File: src/rtl/spi_pkg.sv
// Shared types, default frame geometry and helpers for the serial ADC receiver.
package spi_pkg;

  typedef enum logic [2:0] {
    ST_IDLE,
    ST_SETUP,
    ST_SHIFT,
    ST_DONE,
    ST_QUIET
  } spi_state_e;

  localparam int ADC_N_SCLK = 16;
  localparam int ADC_LEAD   = 3;
  localparam int ADC_DATA_W = 10;

  function automatic int clog2(input int value);
    int r;
    r = 0;
    while ((1 << r) < value) r++;
    return r;
  endfunction

endpackage

File: src/rtl/spi_adc_rx_clk_div.sv
// Tick generator: one-cycle o_tick every CLK_DIV enabled cycles, restartable by i_clr.
module spi_clk_div
  import spi_pkg::*;
#(
  parameter int CLK_DIV = 2
) (
  input  logic clk,
  input  logic rst_n,
  input  logic i_en,
  input  logic i_clr,
  output logic o_tick
);

  localparam int CW = clog2(CLK_DIV) + 1;
  localparam logic [CW-1:0] LAST = CW'(CLK_DIV - 1);

  logic [CW-1:0] r_cnt;

  always_ff @(posedge clk or negedge rst_n) begin
    if (!rst_n) begin
      r_cnt <= '0;
    end else if (i_clr) begin
      r_cnt <= '0;
    end else if (i_en) begin
      r_cnt <= (r_cnt == LAST) ? '0 : r_cnt + CW'(1);
    end
  end

  assign o_tick = i_en && !i_clr && (r_cnt == LAST);

endmodule

File: src/rtl/spi_adc_rx.sv
// SPI master front end for a serial ADC: frames cs_n/sclk, samples miso on
// sclk rising edges and presents the data window with a one-cycle strobe.
module spi_adc_rx
  import spi_pkg::*;
#(
  parameter int CLK_DIV   = 2,
  parameter int N_SCLK    = ADC_N_SCLK,
  parameter int LEAD      = ADC_LEAD,
  parameter int DATA_W    = ADC_DATA_W,
  parameter int QUIET_CYC = 4
) (
  input  logic              clk,
  input  logic              rst_n,
  input  logic              start,
  input  logic              miso,
  output logic              sclk,
  output logic              cs_n,
  output logic [DATA_W-1:0] data,
  output logic              data_valid,
  output logic              busy,
  output spi_state_e        o_dbg_state
);

  localparam int EW = clog2(N_SCLK) + 1;
  localparam int QW = clog2(QUIET_CYC) + 1;

  if (LEAD + DATA_W > N_SCLK || CLK_DIV < 1 || QUIET_CYC < 1) begin : g_bad_params
    $error("spi_adc_rx: illegal parameter combination");
  end

  spi_state_e        r_state;
  logic              r_sclk;
  logic              r_cs_n;
  logic              r_busy;
  logic              r_valid;
  logic [DATA_W-1:0] r_data;
  logic [DATA_W-1:0] r_shift;
  logic [EW-1:0]     r_edge_cnt;
  logic [QW-1:0]     r_quiet_cnt;

  logic              w_div_run;
  logic              w_tick;
  logic [EW-1:0]     w_edge_next;
  logic              w_in_window;

  assign w_div_run   = (r_state == ST_SETUP) || (r_state == ST_SHIFT);
  assign w_edge_next = r_edge_cnt + EW'(1);
  assign w_in_window = (w_edge_next > EW'(LEAD)) && (w_edge_next <= EW'(LEAD + DATA_W));

  spi_clk_div #(
    .CLK_DIV(CLK_DIV)
  ) u_clk_div (
    .clk   (clk),
    .rst_n (rst_n),
    .i_en  (w_div_run),
    .i_clr (!w_div_run),
    .o_tick(w_tick)
  );

  always_ff @(posedge clk or negedge rst_n) begin
    if (!rst_n) begin
      r_state     <= ST_IDLE;
      r_sclk      <= 1'b1;
      r_cs_n      <= 1'b1;
      r_busy      <= 1'b0;
      r_valid     <= 1'b0;
      r_data      <= '0;
      r_shift     <= '0;
      r_edge_cnt  <= '0;
      r_quiet_cnt <= '0;
    end else begin
      r_valid <= 1'b0;
      case (r_state)
        ST_IDLE: begin
          if (start) begin
            r_state    <= ST_SETUP;
            r_cs_n     <= 1'b0;
            r_busy     <= 1'b1;
            r_edge_cnt <= '0;
          end
        end
        ST_SETUP: begin
          if (w_tick) r_state <= ST_SHIFT;
        end
        ST_SHIFT: begin
          if (w_tick) begin
            r_sclk <= ~r_sclk;
            // sclk currently low: this tick is a rising edge, so sample miso now
            if (!r_sclk) begin
              r_edge_cnt <= w_edge_next;
              if (w_in_window) r_shift <= {r_shift[DATA_W-2:0], miso};
              if (w_edge_next == EW'(N_SCLK)) r_state <= ST_DONE;
            end
          end
        end
        ST_DONE: begin
          r_data      <= r_shift;
          r_valid     <= 1'b1;
          r_cs_n      <= 1'b1;
          r_quiet_cnt <= '0;
          r_state     <= ST_QUIET;
        end
        ST_QUIET: begin
          if (r_quiet_cnt == QW'(QUIET_CYC - 1)) begin
            r_state <= ST_IDLE;
            r_busy  <= 1'b0;
          end else begin
            r_quiet_cnt <= r_quiet_cnt + QW'(1);
          end
        end
        default: r_state <= ST_IDLE;
      endcase
    end
  end

  assign sclk        = r_sclk;
  assign cs_n        = r_cs_n;
  assign data        = r_data;
  assign data_valid  = r_valid;
  assign busy        = r_busy;
  assign o_dbg_state = r_state;

endmodule
File: config.mk
export PLATFORM = sky130hd
export DESIGN_NAME = spi_adc_rx
export DESIGN_NICKNAME = d
export VERILOG_FILES = /design/src/rtl/spi_pkg.sv /design/src/rtl/spi_adc_rx_clk_div.sv /design/src/rtl/spi_adc_rx.sv
export SDC_FILE = /design/constraint.sdc
export NUM_CORES = 1
export LEC_CHECK = 0
export CORE_MARGIN = 2
export CORE_UTILIZATION = 40
export CTS_BUF_LIST = sky130_fd_sc_hd__clkbuf_2 sky130_fd_sc_hd__clkbuf_4 sky130_fd_sc_hd__clkbuf_8
export DETAILED_ROUTE_END_ITERATION = 7
export PLACE_DENSITY = 0.59
export SLEW_MARGIN = 20
export SYNTH_ARGS = -nofsm -noshare
export SYNTH_HDL_FRONTEND = slang
export SYNTH_HIERARCHICAL = 1
export SYNTH_SLANG_ARGS = --single-unit
File: constraint.sdc
create_clock -name clk -period 4.95 [get_ports clk]
set_clock_uncertainty 0.1 [all_clocks]
set_input_delay 0.99 -clock clk [delete_from_list [all_inputs] [get_ports clk]]
set_output_delay 0.99 -clock clk [all_outputs]
set_load 0.01 [all_outputs]
==> results_dict.tcl <==
set metrics [dict create \
    fmax_mhz 349 \
    synth_area_leaders "dfrtp_1, mux2i_1, mux2_2, nor4b_1, nor3b_1" \
    synth_fp_nets 218 \
    antenna_cells 0 \
    finalSetupViolCount 0 \
    netlist_top_cells_count "dfrtp_1, nand2_1, mux2i_1, nand3_1, nor3b_1" \
    end_kind "register" \
    register_area_um2 928 \
    synth_top_family_by_area "simple AND/OR/NAND/NOR gates" \
    crit_top_cell "inv_1" \
    power.internal_uw 667 \
    gp_congestion 0.801 \
    ioPinCount 21 \
    async_flop_share_pct 100 \
    syn_inst 209 \
    fin_tns_setup_ns 0 \
    fillCellCount 509 \
    ys_seq_elements 37 \
    die-area_um2 5910 \
    path_clk_slew_ns 0.07 \
    wl_per_cell_um 15.8 \
    worstMarginPinSlew_ns 0.968 \
    crit_type "reg -> reg" \
    grt_pass1_vias 1640 \
    synth.distinct_cells 38 \
    hold_viol 0 \
    cp_slowest_cell "nor4_4" \
    synth_compound_area_share_pct 11.7 \
    syn_avg_cell_area_um2 10.2 \
    worstPathRequired_ns 5.05 \
    design.core.area_um2 5110 \
    start_util_pct 41.6 \
    rsz0062_at_grt "no" \
    cts_tree "built" \
    muxShareOfSynthArea_pct 11.7 \
    nets 233 \
    cp_max_fo 13 \
    clock_latency_ns 0.29 \
    start_kind "register" \
    cpPeakStageDelay_ns 0.64 \
    finalWirelength_um 4670 \
    synth_flop_cell "dfrtp_1" \
    drtIter0Drc 146 \
    rows 26 \
    grt.total_usage_pct 17.5 \
    die_x_um 76.9 \
    combPwrFrac_pct 36.5 \
    dr.pass1.iters 4 \
    power_switching_uw 371 \
    synth_most_common_cell "dfrtp_1" \
    final_core_util_pct 47.8 \
    postCtsSetupBuffers 0 \
    drc_errors 0 \
    outcome "complete, no violations" \
    cts_resized 0 \
    synth_area_leader_cell "dfrtp_1" \
    antenna_found_initial 0 \
    whs_ns 0.405 \
    synth_area_um2 2120 \
    dp_hpwl_um 2990 \
    cts_hold_buffers 0 \
    pwr-share-clk_pct 22.3 \
    cts.sinks 37 \
    ant_nets 0 \
    vdd_drop_max_v 0.000239 \
    synth_warnings 6 \
    maxSlewViolCount 0 \
    r2r_start "o_dbg_state[1]" \
    placedCellCount 287 \
    power.density_nw_per_um2 425 \
    slew_headroom_pct 35.0 \
    grt_pass1_wl_um 8180 \
    cts_made_buffers 5 \
    viasPerCell 5.55 \
    p_leak_nw 1.05 \
    htree_levels 2 \
    design_power_total_mw 1.04 \
    grt_max_degree 38 \
    worstPathCellList "inv_1, nand2_1, a21oi_1, inv_1, nor3_1, inv_2, nor4_4, nand3_1, o211ai_1" \
    swShare_pct 35.8 \
    synthAdderAreaFrac_pct 2.95 \
    synth_edf_count 0 \
    multi_input_area_um2 1080 \
    period_share_pct 57.8 \
    reg2reg_slack_ns 2.09 \
    yosysSeqAreaShare_pct 43.7 \
    arrival_ns 2.96 \
    hold_class "reg -> reg" \
    area_growth_pct 15.0 \
    synthSimpleGateAreaFrac_pct 22.3 \
    drive_gt1_share_pct 12.9 \
    stdcell_count 295 \
    synth-xor-area-share_pct 2.47 \
    synth_top_cell_area_share_pct 41.2 \
    worstRegToRegCells 9 \
    cts-root-buf "clkbuf_8" \
    overflow 0 \
    hold-path-endpoint "data[8]" \
    vias 1637 \
    p_seq_share_pct 41.2 \
    clk_path_buf_depth 2 \
    period_needed_ns 2.86 \
    drv_cap 0 \
    portBuffers 20 \
    whs_path_depth 1 \
    r2r_end "r_shift[2]" \
    hold_start "data[8]" \
    die_h_um 76.9 \
]
[critical path, delay by kind of cell, from the launching register on]
family	cells	cell delay, ns
AO/OA/AOI/OAI	2	0.48
buffers and inverters	3	0.44
flip-flops	1	0.50
AND/OR/NAND/NOR	4	1.25
[layout by cell type (no fill, tap or decap)]
master,count
ha_1,5
inv_2,1
o31ai_1,1
mux2_4,1
and2b_1,1
mux2i_1,12
nor3_1,3
nor2_1,10
a21oi_1,9
o21ai_1,6
clkbuf_8,7
nand2b_4,1
nand3_2,1
dfrtp_1,35
o221ai_1,1
clkinv_2,1
nor4b_1,10
or4_4,1
a22o_1,1
o211ai_1,10
nand3_1,12
nand2b_1,3
dfstp_2,2
mux2_2,10
o21ai_0,9
a211oi_1,2
nor3b_1,11
inv_1,7
buf_2,1
nor4_4,1
xnor2_1,3
nor2b_1,5
and4b_1,2
nand2_1,13
xor2_1,3
clkdlybuf4s50_1,19
o22ai_1,2
and3b_1,1
buf_4,2
[power groups by stage]
stage,logic (mW),registers (mW),clock network (mW)
after floorplan,0.273,0.415,0
after global placement,0.378,0.431,0
after detailed placement,0.379,0.433,0
after CTS,0.382,0.427,0.245
after global routing,0.425,0.439,0.260
final,0.379,0.427,0.232
[how the worst max path moves through the flow]
stage	start	end	cells past startpoint
2_1_floorplan	o_dbg_state[1]	r_shift[4]	11
3_3_place_gp	o_dbg_state[1]	r_shift[1]	9
3_5_place_dp	o_dbg_state[1]	r_shift[2]	9
4_1_cts	o_dbg_state[1]	r_shift[2]	9
5_1_grt	o_dbg_state[1]	r_shift[2]	9
6_report	o_dbg_state[1]	r_shift[2]	9
[stage by stage]
| step | setup WS [ns] | cell area, µm² |
|---|---|---|
| after global routing | 1.70 | 2440 |
| after detailed placement | 2.07 | 2340 |
| after CTS | 2.05 | 2440 |
| after global placement | 2.17 | 2340 |
| after floorplan | 2.35 | 2120 |
| final | 2.09 | 2440 |
[metal layers]
metal,share of wire (%),vias up,track usage (%)
li1,-,794,-
met4,1.3,0,6.55
met1,49,812,23.6
met5,0,-,0
met2,46,26,27.5
met3,3.0,5,4.24
[registers in the layout (all words and copies together) (netlist names)]
register	count
sclk	1
cs_n	1
data	10
data_valid	1
r_quiet_cnt	3
r_shift	10
o_dbg_state	3
u_clk_div/r_cnt	2
r_edge_cnt	5
busy	1
[cell families (layout without fill, tap and decap cells)]
logic type      count (synthesis)  after routing
simple gates                   75             75
compound gates                 41             41
flops                          37             37
mux                            23             23
buf+inv                        22             38
xor+xnor                        6              6
fa+ha+maj                       5              5
[final cells by class]
class	count	share of cell area (%)
repair buffers	22	8.61
clock buffers	7	3.94
flip-flops and latches	37	38.0
multi-input cells	150	44.4
inverters	8	1.23
clock inverters	1	0.205
well taps	70	3.59
Power figures use the tool's default switching activity.
